$ cat src/rtl/cl_axi_mstr_cmd_arb.sv
// Round-robin arbiter that shares one single-outstanding AXI master command engine
// among N_REQ requesters, with a watchdog, sticky status flags and a completion counter.
module cl_axi_mstr_cmd_arb #(
  parameter  int N_REQ          = 4,
  parameter  int ADDR_W         = 64,
  parameter  int DATA_W         = 32,
  parameter  int TIMEOUT_CYCLES = 1024,
  localparam int GW             = (N_REQ > 2) ? $clog2(N_REQ) : 1
) (
  input  logic                      aclk,
  input  logic                      aresetn,
  input  logic [N_REQ-1:0]          req_valid,
  output logic [N_REQ-1:0]          req_ready,
  input  logic [N_REQ-1:0]          req_rd_wrb,
  input  logic [N_REQ*ADDR_W-1:0]   req_addr,
  input  logic [N_REQ*DATA_W-1:0]   req_wdata,
  output logic [N_REQ-1:0]          resp_valid,
  input  logic [N_REQ-1:0]          resp_ready,
  output logic [DATA_W-1:0]         resp_rdata,
  output logic                      resp_err,
  output logic                      eng_go,
  output logic                      eng_rd_wrb,
  output logic [ADDR_W-1:0]         eng_addr,
  output logic [DATA_W-1:0]         eng_wdata,
  input  logic                      eng_done,
  input  logic [DATA_W-1:0]         eng_rdata,
  input  logic [1:0]                eng_resp,
  output logic [GW-1:0]             cur_grant,
  output logic                      busy,
  output logic                      timeout_flag,
  output logic                      spurious_done,
  output logic [31:0]               cmd_count,
  input  logic                      clr_status
);

  localparam int WD_W = $clog2(TIMEOUT_CYCLES + 1);

  typedef enum logic [1:0] {IDLE, ISSUE, WAIT, RESP} state_e;

  state_e            state_q;
  logic [GW-1:0]     last_grant_q;
  logic [GW-1:0]     cur_grant_q;
  logic              eng_go_q;
  logic              eng_rd_wrb_q;
  logic [ADDR_W-1:0] eng_addr_q;
  logic [DATA_W-1:0] eng_wdata_q;
  logic [N_REQ-1:0]  resp_valid_q;
  logic [DATA_W-1:0] resp_rdata_q;
  logic              resp_err_q;
  logic [WD_W-1:0]   wd_cnt_q;
  logic              timeout_flag_q;
  logic              spurious_q;
  logic [31:0]       cmd_count_q;

  logic [GW-1:0]     grant;
  logic [N_REQ-1:0]  grant_oh;
  int                scan_idx;
  logic              accept;
  logic              resp_hs;
  logic              set_timeout;
  logic              set_spurious;
  logic [31:0]       cmd_count_d;

  // Scan downward so the closest requester after last_grant is the one left in grant.
  always_comb begin
    grant    = '0;
    scan_idx = 0;
    for (int k = N_REQ; k >= 1; k--) begin
      scan_idx = int'(last_grant_q) + k;
      if (scan_idx >= N_REQ) scan_idx = scan_idx - N_REQ;
      if (req_valid[GW'(scan_idx)]) grant = GW'(scan_idx);
    end
  end

  assign grant_oh     = N_REQ'(1) << grant;
  assign req_ready    = (aresetn && state_q == IDLE && |req_valid) ? grant_oh : '0;
  assign accept       = |(req_valid & req_ready);
  assign resp_hs      = (state_q == RESP) && |(resp_valid_q & resp_ready);
  assign set_timeout  = (state_q == WAIT) && (wd_cnt_q == WD_W'(TIMEOUT_CYCLES - 1));
  assign set_spurious = eng_done && (state_q != WAIT);
  assign cmd_count_d  = clr_status ? 32'd0 : (resp_hs ? cmd_count_q + 32'd1 : cmd_count_q);

  always_ff @(posedge aclk or negedge aresetn) begin
    if (!aresetn) begin
      state_q        <= IDLE;
      last_grant_q   <= GW'(N_REQ - 1);
      cur_grant_q    <= '0;
      eng_go_q       <= 1'b0;
      eng_rd_wrb_q   <= 1'b0;
      eng_addr_q     <= '0;
      eng_wdata_q    <= '0;
      resp_valid_q   <= '0;
      resp_rdata_q   <= '0;
      resp_err_q     <= 1'b0;
      wd_cnt_q       <= '0;
      timeout_flag_q <= 1'b0;
      spurious_q     <= 1'b0;
      cmd_count_q    <= '0;
    end else begin
      eng_go_q       <= 1'b0;
      timeout_flag_q <= set_timeout | (timeout_flag_q & ~clr_status);
      spurious_q     <= set_spurious | (spurious_q & ~clr_status);
      cmd_count_q    <= cmd_count_d;
      unique case (state_q)
        IDLE: begin
          if (accept) begin
            eng_rd_wrb_q <= req_rd_wrb[grant];
            eng_addr_q   <= req_addr[int'(grant)*ADDR_W +: ADDR_W];
            eng_wdata_q  <= req_wdata[int'(grant)*DATA_W +: DATA_W];
            cur_grant_q  <= grant;
            eng_go_q     <= 1'b1;
            state_q      <= ISSUE;
          end
        end
        ISSUE: begin
          wd_cnt_q <= '0;
          state_q  <= WAIT;
        end
        WAIT: begin
          // An AXI transaction cannot be aborted, so the watchdog only saturates and flags.
          if (wd_cnt_q != WD_W'(TIMEOUT_CYCLES)) wd_cnt_q <= wd_cnt_q + 1'b1;
          if (eng_done) begin
            resp_rdata_q <= eng_rd_wrb_q ? eng_rdata : '0;
            resp_err_q   <= (eng_resp != 2'b00);
            resp_valid_q <= N_REQ'(1) << cur_grant_q;
            state_q      <= RESP;
          end
        end
        RESP: begin
          if (resp_hs) begin
            resp_valid_q <= '0;
            last_grant_q <= cur_grant_q;
            state_q      <= IDLE;
          end
        end
        default: state_q <= IDLE;
      endcase
    end
  end

  assign eng_go        = eng_go_q;
  assign eng_rd_wrb    = eng_rd_wrb_q;
  assign eng_addr      = eng_addr_q;
  assign eng_wdata     = eng_wdata_q;
  assign resp_valid    = resp_valid_q;
  assign resp_rdata    = resp_rdata_q;
  assign resp_err      = resp_err_q;
  assign cur_grant     = cur_grant_q;
  assign busy          = (state_q != IDLE);
  assign timeout_flag  = timeout_flag_q;
  assign spurious_done = spurious_q;
  assign cmd_count     = cmd_count_q;

endmodule
$ cat config.mk
export PLATFORM = sky130hd
export DESIGN_NAME = cl_axi_mstr_cmd_arb
export DESIGN_NICKNAME = d
export VERILOG_FILES = /design/src/rtl/cl_axi_mstr_cmd_arb.sv
export SDC_FILE = /design/constraint.sdc
export NUM_CORES = 1
export LEC_CHECK = 0
export BUFFER_PORTS_ARGS = -buffer_cell sky130_fd_sc_hd__buf_4
export CORE_AREA = 2 2 237 239
export CTS_CLUSTER_DIAMETER = 40
export DETAILED_ROUTE_END_ITERATION = 10
export DIE_AREA = 0 0 239 241
export SYNTH_ARGS = -nofsm -noshare
export SYNTH_HDL_FRONTEND = slang
export SYNTH_SLANG_ARGS = --single-unit
$ cat constraint.sdc
create_clock -name aclk -period 2 [get_ports aclk]
set_input_delay 0.3 -clock aclk [delete_from_list [all_inputs] [get_ports aclk]]
set_output_delay 0.3 -clock aclk [all_outputs]
set_load 0.02 [all_outputs]
==> results of run 1 <==
==> power by group through the flow <==
stage | Sequential, W | Combinational (W) | Clock [W]
final | 0.00606 | 0.0124 | 0.00351
after global routing | 0.00621 | 0.0133 | 0.00378
after global placement | 0.00605 | 0.0104 | 0
after CTS | 0.00604 | 0.0117 | 0.00364
after floorplan | 0.00744 | 0.00437 | 0
after detailed placement | 0.00607 | 0.0106 | 0
==> worst max-delay path: cells and delay by family (launching register included) <==
family | cells | cell delay (ns)
flops | 1 | 0.55
buf+inv | 3 | 0.38
compound gates | 2 | 0.33
simple gates | 2 | 0.18
==> logic make-up (layout without fill, tap and decap cells) <==
kind of cell | Yosys count | after routing | share of synthesized area [%]
xor+xnor | 28 | 28 | 2.43
other cells | 0 | 3 | 0
fa+ha+maj | 8 | 8 | 0.991
simple gates | 313 | 313 | 13.5
compound gates | 176 | 176 | 12.8
flops | 186 | 186 | 46.1
buf+inv | 98 | 767 | 4.36
mux | 199 | 199 | 19.8
==> cells in the final DEF, fill, tap and decap left out, types with 3 or more instances in the layout <==
cell and count:
mux2i_4 11, buf_8 11, or3_1 7, nor2_1 39, mux2i_2 28, inv_6 6, inv_2 5, clkinv_8 3
nand2b_4 3, nand3_1 22, o221ai_2 5, o21ai_0 49, buf_4 665, nand4_1 6, and3_1 5, or3_4 3
o221ai_1 92, xor2_1 4, dfrtp_1 183, mux2_2 3, diode_2 3, nor4_1 8, xnor2_1 24, mux2i_1 157
buf_16 8, ha_1 6, nor3_1 11, a21oi_1 10, clkinvlp_4 3, nand2_1 188, a211o_1 3, buf_12 19
inv_1 14, clkbuf_16 20, buf_6 7
==> per-stage QoR <==
stage          setup slack (ns)  hold slack (ns)  util (%)
2_1_floorplan           0.00623          0.00441         -
3_3_place_gp             -0.279            0.466      29.0
3_5_place_dp             -0.343            0.473      29.0
4_1_cts                  -0.248           0.0232      31.1
5_1_grt                  -0.312           0.0387      32.0
6_report                 -0.217           0.0739      32.0
==> how the worst min path moves through the flow <==
stage                               from        endpoint  slack (ns)
after floorplan                  aresetn    cmd_count[0]       0.004
after global placement    resp_rdata[20]  resp_rdata[20]        0.47
after detailed placement  resp_rdata[20]  resp_rdata[20]        0.47
after CTS                  eng_rdata[11]  resp_rdata[11]        0.02
after global routing        eng_rdata[9]   resp_rdata[9]        0.04
final                      eng_rdata[11]  resp_rdata[11]        0.07
==> registers in the layout, indices dropped and copies added (netlist names) <==
name / cells
last_grant_q: 2
resp_err: 1
resp_rdata: 32
timeout_flag: 1
state_q: 2
cur_grant: 2
spurious_done: 1
cmd_count: 32
eng_wdata: 32
eng_go: 1
wd_cnt_q: 11
eng_addr: 64
eng_rd_wrb: 1
resp_valid: 4
==> layer usage <==
metal | vias to the layer above | global-route usage, %
met2 | 451 | 24.6
met3 | 69 | 3.74
met1 | 5262 | 18.8
met5 | - | 0
li1 | 4992 | -
met4 | 0 | 6.74
==> cell type report <==
class / instances / share of cell area (%)
Clock inverter: 15 / 0.869
Inverter: 20 / 0.449
Sequential cell: 186 / 26.5
Antenna cell: 3 / 0.0428
Timing Repair Buffer: 715 / 33.8
Multi-Input combinational cell: 724 / 30.9
Tap cell: 704 / 5.02
Clock buffer: 17 / 2.42
==> timing repair <==
action / in CTS / in global routing
pin swaps: 24 / 22
cloned: 6 / 3
gates resized for setup: 74 / 72
setup endpoints to repair: 101 / 112
setup buffers: 17 / 7
endpoints found under the hold margin: 168 / 0
hold buffers: 1 / 0
==> out/results.ini, run 1 <==
[timing]
setup_viol=99
fmax_mhz=451
period_needed_ns=2.22
finalClockSkew_ns=0.0121
setup_tns_ns=-11.81
finalCritPeriodShare_pct=111
rsz0062_at_grt=yes
tightest_slew_ns=0.752
setup_ws_ns=-0.217
slew_viol_final=0
final-hold-violation-count=0
maxSlewHeadroom_pct=49.9

[clock_tree]
h-tree-depth=4
cts_made_buffers=17
clk_latency_ns=0.49
path_clk_slew_ns=0.08
cts_root_buf=clkbuf_16
cts_tree=done
cts_buffer_depth=2
cts.sinks=186

[critical_path]
worst_path_largest_cell_delay_ns=0.55
required_ns=1.70
regToRegSetupSlack_ns=-0.21
ff2ff_path_depth=9
arrival_ns=1.92
r2r_end=eng_wdata[25]
worst_setup_path_start_kind=flip-flop
cp-end-kind=primary output
slowest_stage=dfstp_2
cp_cell_sequence=nand2b_4 -> o21ai_4 -> a211oi_4 -> buf_12 -> buf_6 -> nor2_1 -> buf_4
path_max_fanout=3
crit_path_start=last_grant_q[0]
path_class=flip-flop to primary output
endpoint=req_ready[1]
r2r_start=last_grant_q[0]

[cells_and_area]
syn2layout_area_growth_pct=73.9
fill_cells=5662
fin_cells=2384
multi_input_area_mm2=0.00542
drive_gt1_share_pct=49.3
fin_area_mm2=0.0176
ff_latch_area_mm2=0.00466
num-nets-final=2106

[drt]
ant_nets=0
drt-total-wl_um=46100
post_drt_wl_per_cell_um=19.3
vias_per_cell=4.52
remaining_drc_errors=0
num_vias=10800
met3_length_um=2750
met1_length_um=19200
drt_first_pass_iters=5
wl_met2_um=22600
drtIter0Drc=432
top_layer_used=met4

[pwr]
powerDensity_mw_per_mm2=1250
p_sw_w=0.00915
peakVddDrop_mv=0.662
p_int_w=0.0129
switching_share_pct=41.6
power_leakage_nw=8.49
p_clk_share_pct=15.9
combPwrFrac_pct=56.5
report.power.total_w=0.0220
sequentialPowerShare_pct=27.6

[worst_hold_path]
worst_hold_path_type=input port to flip-flop
min_path_cells=3

[logic_synthesis]
synth_seq_cells=186
synth_area_leaders=dfrtp_1 (46%), mux2i_1 (19%), o221ai_1 (8.5%), nand2_1 (7.1%), o21ai_0 (2.5%)
synth_edf_count=0
yosysWarnings=0
async_reset_ff_share_pct=100
synth_top_area_share_pct=45.6
synth_area_per_cell_um2=10.0
synth_cell_type_count=48
yosysTopAreaCell=dfrtp_1
ys.flop_type=dfrtp_1
seq_area_frac_synth_pct=46.1
synth_fp_nets=1450
synth_cells=1008
synthTopCellsByCount=mux2i_1 (196), nand2_1 (191), dfrtp_1 (184), o221ai_1 (98), o21ai_0 (50)
mappedNetlistArea_mm2=0.0101
synth_most_common_cell=mux2i_1

[floorplan]
fp.dieW_um=239
initial_core_util_pct=18.4
die_height_um=241
core_area_mm2=0.0549
boundaryPins=610
die_area_mm2=0.0576
row_count=86

[place]
placed_cells=2316
placed_area_mm2=0.0159
gp_congestion=0.869
hpwl_um=33800
numPortBuffers=609

[outcome]
violations=negative setup slack
status=finished with violations

[job]
drv_cap=0

[grt]
grt_pass1_vias=10800
grt_max_degree=97
antenna_found_initial=4
grt.total_usage_pct=15.1
overflow=0
grt_pass1_wl_um=64800

Power figures use the tool's default switching activity.
==> run 2: changes to the inputs <==
- ABC_AREA: default -> 1
- CORE_AREA: 2 2 237 239 -> 2 2 234 236
- DIE_AREA: 0 0 239 241 -> 0 0 236 238
==> run 2 against run 1 <==
  * Area after synthesis up 25%
  * Flip-flop and latch count stayed put
  * The flow still finishes with violations (negative setup slack)
  * Final cell count up 46%
  * Core utilization grew 9.1 points
  * Maximum frequency fell by 13%
  * Via count is 49% higher
  * Global-route usage increased by 6.3 points
  * Combinational power is 81% lower
  * Critical path type unchanged
  * Routed wire length rose by 39%
  * Critical endpoint is now req_ready[2]
==> out/results.ini, run 2 <==
[cells_and_area]
largest_reg_flops=64
drive_gt1_share_pct=37.8
syn2layout_area_growth_pct=74.1
fill_cells=5631
most-common-layout-cells=nand2_1 (907), buf_4 (690), inv_1 (256)
num-nets-final=3202
ff_latch_area_mm2=0.00466
final_core_util_pct=41.1
final_common_cell=nand2_1
multi_input_area_mm2=0.00746

[drt]
remaining_drc_errors=0
num_vias=16000
drtIter0Drc=1053
ant_nets=0
drt_first_pass_iters=5
vias_per_cell=4.61
post_drt_wl_per_cell_um=18.4
drt-total-wl_um=63800

[floorplan]
initial_core_util_pct=23.6
fp.dieW_um=236
boundaryPins=610
core_area_mm2=0.0535
die_height_um=238
die_area_mm2=0.0562
row_count=85

[logic_synthesis]
ys.flop_type=dfrtp_1
mappedNetlistArea_mm2=0.0126
synth_area_per_cell_um2=6.12
yosysWarnings=0
async_reset_ff_share_pct=100
synth_top_area_share_pct=36.4
synth_cells=2065
synth_fp_nets=2507
synthSimpleGateAreaFrac_pct=45.0
yosys.area_share.adder_pct=0.792
synth_area_leaders=dfrtp_1 (36%), nand2_1 (28%), nand3_1 (12%), inv_1 (7.6%), o21ai_0 (2.7%)
synth_cell_type_count=34
synth_compound_area_share_pct=4.22
synth_seq_cells=186
synth_xor_area_share_pct=0.693
seq_area_frac_synth_pct=36.8
yosysTopAreaCell=dfrtp_1
synth_most_common_cell=nand2_1
synthTopCellsByCount=nand2_1 (947), nand3_1 (314), inv_1 (257), dfrtp_1 (184), o21ai_0 (67)
synth_top_family_by_area=simple AND/OR/NAND/NOR gates
synth_mux_area_share_pct=0
synth_edf_count=0

[critical_path]
r2r_start=last_grant_q[0]
r2r_end=eng_wdata[21]
required_ns=1.70
regToRegSetupSlack_ns=-0.48
cpMostUsedCell=nand2_2
path_class=flip-flop to primary output
ff2ff_path_depth=19
cp_cell_sequence=inv_4 -> nand2_2 -> nand2_2 -> nand2_1 -> nand2_2 -> nand2_4 -> nand2_4 -> nand2_8 -> nand2_8 -> buf_8 -> nor3_4 -> buf_6
arrival_ns=2.25
worst_setup_path_start_kind=flip-flop
cp-end-kind=primary output
slowest_stage=dfstp_2
crit_path_start=last_grant_q[0]
path_max_fanout=8
worst_path_largest_cell_delay_ns=0.65

[clock_tree]
cts_tree=done
clk_latency_ns=0.49
cts.sinks=186
cts_root_buf=clkbuf_16
cts_buffer_depth=2
path_clk_slew_ns=0.08
cts_made_buffers=17
h-tree-depth=4

[timing]
period_needed_ns=2.55
rsz0062_at_grt=yes
slew_viol_final=0
setup_viol=102
finalCritPeriodShare_pct=127
maxSlewHeadroom_pct=37.3
fmax_mhz=392
finalClockSkew_ns=0.0150
holdWs_ns=0.00840
setup_ws_ns=-0.548
final-hold-violation-count=0
tightest_slew_ns=0.941

[worst_hold_path]
worst_hold_path_type=input port to asynchronous set/reset pin

[grt]
grt_max_degree=153
grt.total_usage_pct=21.3
overflow=0
grt_pass1_vias=15300
grt_pass1_wl_um=91200
antenna_found_initial=5

[outcome]
violations=negative setup slack
status=finished with violations

[pwr]
power_leakage_nw=12.5
powerDensity_mw_per_mm2=449
peakVddDrop_mv=0.679

[place]
numPortBuffers=609
pre_cts_ws_ns=-0.307
gp_congestion=0.920
hpwl_um=44400

[job]
drv_cap=0

run 2: changes by cell type in the layout (fill, tap and decap cells not counted), moves of 92 or more:
cell	previous run	this run
nand2_1	188	907
mux2i_1	157	0
o221ai_1	92	0
nand3_2	0	134
inv_1	14	256
nand3_1	22	168
run 2: kinds of logic after synthesis:
| kind of cell | after synthesis |
|---|---|
| flip-flops | 186 |
| AND/OR/NAND/NOR | 1373 |
| buffers and inverters | 387 |
| AO/OA/AOI/OAI | 101 |
| adder cells (fa/ha/maj) | 8 |
| XOR/XNOR | 10 |
run 2: critical path, delay by kind of cell (launching register included):
kind	cells	cell delay, ns
buffers and inverters	3	0.36
and+or+nand+nor	9	0.74
DFF	1	0.65
run 2: cell type report:
cell class / count / share of cell area, %
Tap cell: 696 / 3.96
Inverter: 263 / 4.55
Clock buffer: 17 / 1.93
Clock inverter: 15 / 0.830
Sequential cell: 186 / 21.2
Multi-Input combinational cell: 1492 / 33.9
Antenna cell: 4 / 0.0455
Timing Repair Buffer: 800 / 33.6
run 2: how the worst max path moves through the flow:
stage / endpoint / cells past startpoint
detailed placement: eng_wdata[31] / 16
floorplan: req_ready[0] / 13
global placement: eng_wdata[31] / 16
CTS: req_ready[2] / 12
global route: req_ready[2] / 12
finish: req_ready[2] / 12
run 2: what timing repair did:
action	CTS	global route
hold endpoints to repair	34	0
hold buffers	1	0
pin swaps	120	37
buffers inserted	33	20
cloned	22	10
gates resized for setup	221	89
endpoints found under the setup margin	101	110
run 2: metrics by stage:
| step | area [µm²] | setup TNS, ns | total power [W] | cells |
|---|---|---|---|---|
| floorplan | 12700 | -0.00762 | 0.00467 | 2065 |
| global placement | 18800 | -21.37 | 0.00583 | 3359 |
| detailed placement | 18800 | -23.34 | 0.00583 | 3359 |
| CTS | 21300 | -41.37 | 0.00986 | 3447 |
| global route | 22000 | -52.64 | 0.0104 | 3473 |
| finish | 22000 | -40.37 | 0.00987 | 3473 |
run 2: layer usage:
| metal | vias to the layer above | part of all wire [%] | global-route usage (%) |
|---|---|---|---|
| met4 | 2 | 3.4 | 8.72 |
| met5 | - | 0.013 | 0 |
| met2 | 652 | 47 | 34.3 |
| li1 | 7801 | - | - |
| met1 | 7437 | 43 | 27.6 |
| met3 | 109 | 6.6 | 4.97 |
run 2: power breakdown:
group | switching [W] | internal, W
clock network | 0.00187 | 0.00189
logic | 0.00114 | 0.00121
registers | 0.000000620 | 0.00376
total | 0.00301 | 0.00687
==> run 3: changes to the inputs <==
--- a/config.mk
+++ b/config.mk
@@ -13,2 +13,3 @@
 export DIE_AREA = 0 0 236 238
+export SLEW_MARGIN = 20
 export SYNTH_ARGS = -nofsm -noshare
==> constraint.sdc (replaced) <==
create_clock -name aclk -period 2 [get_ports aclk]
set_input_delay 0.4 -clock aclk [delete_from_list [all_inputs] [get_ports aclk]]
set_output_delay 0.4 -clock aclk [all_outputs]
set_load 0.02 [all_outputs]
==> run 3 against run 2 <==
  * The flow finishes with violations (negative hold slack, negative setup slack)
  * Global-route usage is 0.42 points lower
  * Critical path depth is 1 lower
  * Flip-flop and latch count stayed put
  * Largest cell class unchanged
  * Maximum frequency is 2.8% lower
  * Sequential power hardly changed
  * Worst hold slack worse by 0.039 ns
==> out/results.ini, run 3 (synthesis gave the netlist of run 2 again) <==
[outcome]
status=finished with violations
violations=negative hold slack, negative setup slack

[pwr]
power_leakage_nw=12.3
powerDensity_mw_per_mm2=454
peakVddDrop_mv=0.710

[cells_and_area]
final_common_cell=nand2_1
final_core_util_pct=40.6
fill_cells=5630
num-nets-final=3192
syn2layout_area_growth_pct=71.9
fin_area_mm2=0.0217
largest_reg_flops=64
drive_gt1_share_pct=38.2
multi_input_area_mm2=0.00743
most-common-layout-cells=nand2_1 (842), buf_4 (689), inv_1 (255)
diodes=0
ff_latch_area_mm2=0.00466

[floorplan]
boundaryPins=610
fp.dieW_um=236
row_count=85
die_area_mm2=0.0562
core_area_mm2=0.0535
die_height_um=238
initial_core_util_pct=23.6

[timing]
finalCritPeriodShare_pct=131
slew_viol_final=0
holdWs_ns=-0.0311
period_needed_ns=2.62
setup_ws_ns=-0.622
finalClockSkew_ns=0.0246
setup_tns_ns=-45.25
tightest_slew_ns=0.714
rsz0062_at_grt=yes
maxSlewHeadroom_pct=52.4
fmax_mhz=381
final-hold-violation-count=10
setup_viol=101

[grt]
grtUsageMet2_pct=33.1
antenna_found_initial=6
grt_pass1_wl_um=89000
grt.total_usage_pct=20.9
top_usage_layer=met2
grtUsageMet1_pct=27.4
overflow=0
grt_max_degree=114
met3_usage_pct=5.38
grt_pass1_vias=14800

[critical_path]
cp.depth=11
ff2ff_path_depth=20
path_class=flip-flop to primary output
path_max_fanout=5
slowest_stage=dfstp_2
critical_path_buf_inv_count=3
regToRegSetupSlack_ns=-0.51
worst_setup_path_start_kind=flip-flop
arrival_ns=2.22
cp-end-kind=primary output
required_ns=1.60
worst_path_largest_cell_delay_ns=0.60
crit_family=simple AND/OR/NAND/NOR gates
cp_cell_sequence=buf_6 -> nand2_4 -> o21ai_4 -> nand2_2 -> nand2_1 -> nand4_1 -> nand2_4 -> buf_12 -> nand2_2 -> nor2_4 -> buf_6

[drt]
drt-total-wl_um=63800
remaining_drc_errors=0
num_vias=15800
ant_nets=0
post_drt_wl_per_cell_um=18.4
vias_per_cell=4.58
drtIter0Drc=947
drt_first_pass_iters=5

[worst_hold_path]
worst_hold_path_type=input port to asynchronous set/reset pin

[place]
placed_area_mm2=0.0189
numPortBuffers=609
hpwl_um=45100
gp_congestion=0.929
pre_cts_ws_ns=-0.331

[job]
drv_cap=0

[clock_tree]
h-tree-depth=4
cts_buffer_depth=2
clk_latency_ns=0.51
cts_root_buf=clkbuf_16
cts_tree=done
path_clk_slew_ns=0.09
cts.sinks=186
cts_made_buffers=17

-- run 3: cell count changes in the layout (fill, tap and decap cells not counted), moves of 6 or more --
cell       change
nand2_1       -65
nand2_2       +51
nand3_1       +48
nand3_2       -44
buf_16        -14
nand2_4       +14
clkbuf_16      +6
-- run 3: worst reg2reg max path, stage by stage, from the launching register on --
cell and delay, ns:
dfstp_2 0.60, clkinv_4 0.12, nand2_2 0.09, nand2_2 0.06, nand2_2 0.07, nand2_2 0.06, nand2_4 0.09, nand2_4 0.07
nand2_8 0.09, nand2_8 0.08, buf_4 0.15, buf_8 0.12, buf_12 0.14, buf_12 0.16, buf_4 0.15, nand2_4 0.06
nand2_4 0.07, nand2_2 0.06, nand2_1 0.05, nand2_1 0.05, nand2_1 0.05
-- run 3: routing by layer --
layer  up-vias  routed length [µm]  share of wire [%]
li1       7788                   -                  -
met1      7260               27500                 43
met2       650               29200                 46
met3       120                4700                7.4
met4        12                2300                3.6
met5         -                  82               0.13
-- run 3: path summary, 6_finish.rpt --
check | to | startpoint
min | wd_cnt_q[4] | aresetn
max | req_ready[3] | last_grant_q[0]
min in group aclk | resp_rdata[31] | eng_rdata[31]
max in group asynchronous | eng_addr[13] | aresetn
max reg2reg | eng_addr[49] | last_grant_q[0]
min reg2reg | eng_addr[60] | eng_addr[60]
-- run 3: power by group --
| part | switching (W) | leakage, nW | internal (W) |
|---|---|---|---|
| combinational | 0.00114 | 9.47 | 0.00124 |
| clock | 0.00191 | 0.303 | 0.00181 |
| sequential | 0.00000142 | 2.57 | 0.00376 |
| total | 0.00305 | 12.3 | 0.00681 |
-- run 3: area by class of cell --
class	instances	area share [%]
Multi-Input combinational cell	1492	34.2
Timing Repair Buffer	790	32.9
Sequential cell	186	21.4
Inverter	263	4.60
Tap cell	696	4.01
Clock buffer	17	1.96
Clock inverter	15	0.875
-- run 3: through the flow --
| stage | std cells | power (W) | hold WS [ns] |
|---|---|---|---|
| after detailed placement | 3370 | 0.00585 | 0.469 |
| final | 3459 | 0.00986 | -0.0311 |
| after global routing | 3459 | 0.0104 | 0.0475 |
| after floorplan | 2065 | 0.00467 | 0.104 |
| after global placement | 3370 | 0.00587 | 0.463 |
| after CTS | 3426 | 0.00981 | 0.0173 |
-- run 3: repair_timing --
| item | CTS | global route |
|---|---|---|
| pin swaps | 8 | 124 |
| gates resized for setup | 70 | 255 |
| gates cloned | 12 | 21 |
| endpoints found under the hold margin | 73 | 0 |
| endpoints found under the setup margin | 101 | 111 |
| buffers inserted | 11 | 15 |
| hold buffers | 1 | 0 |
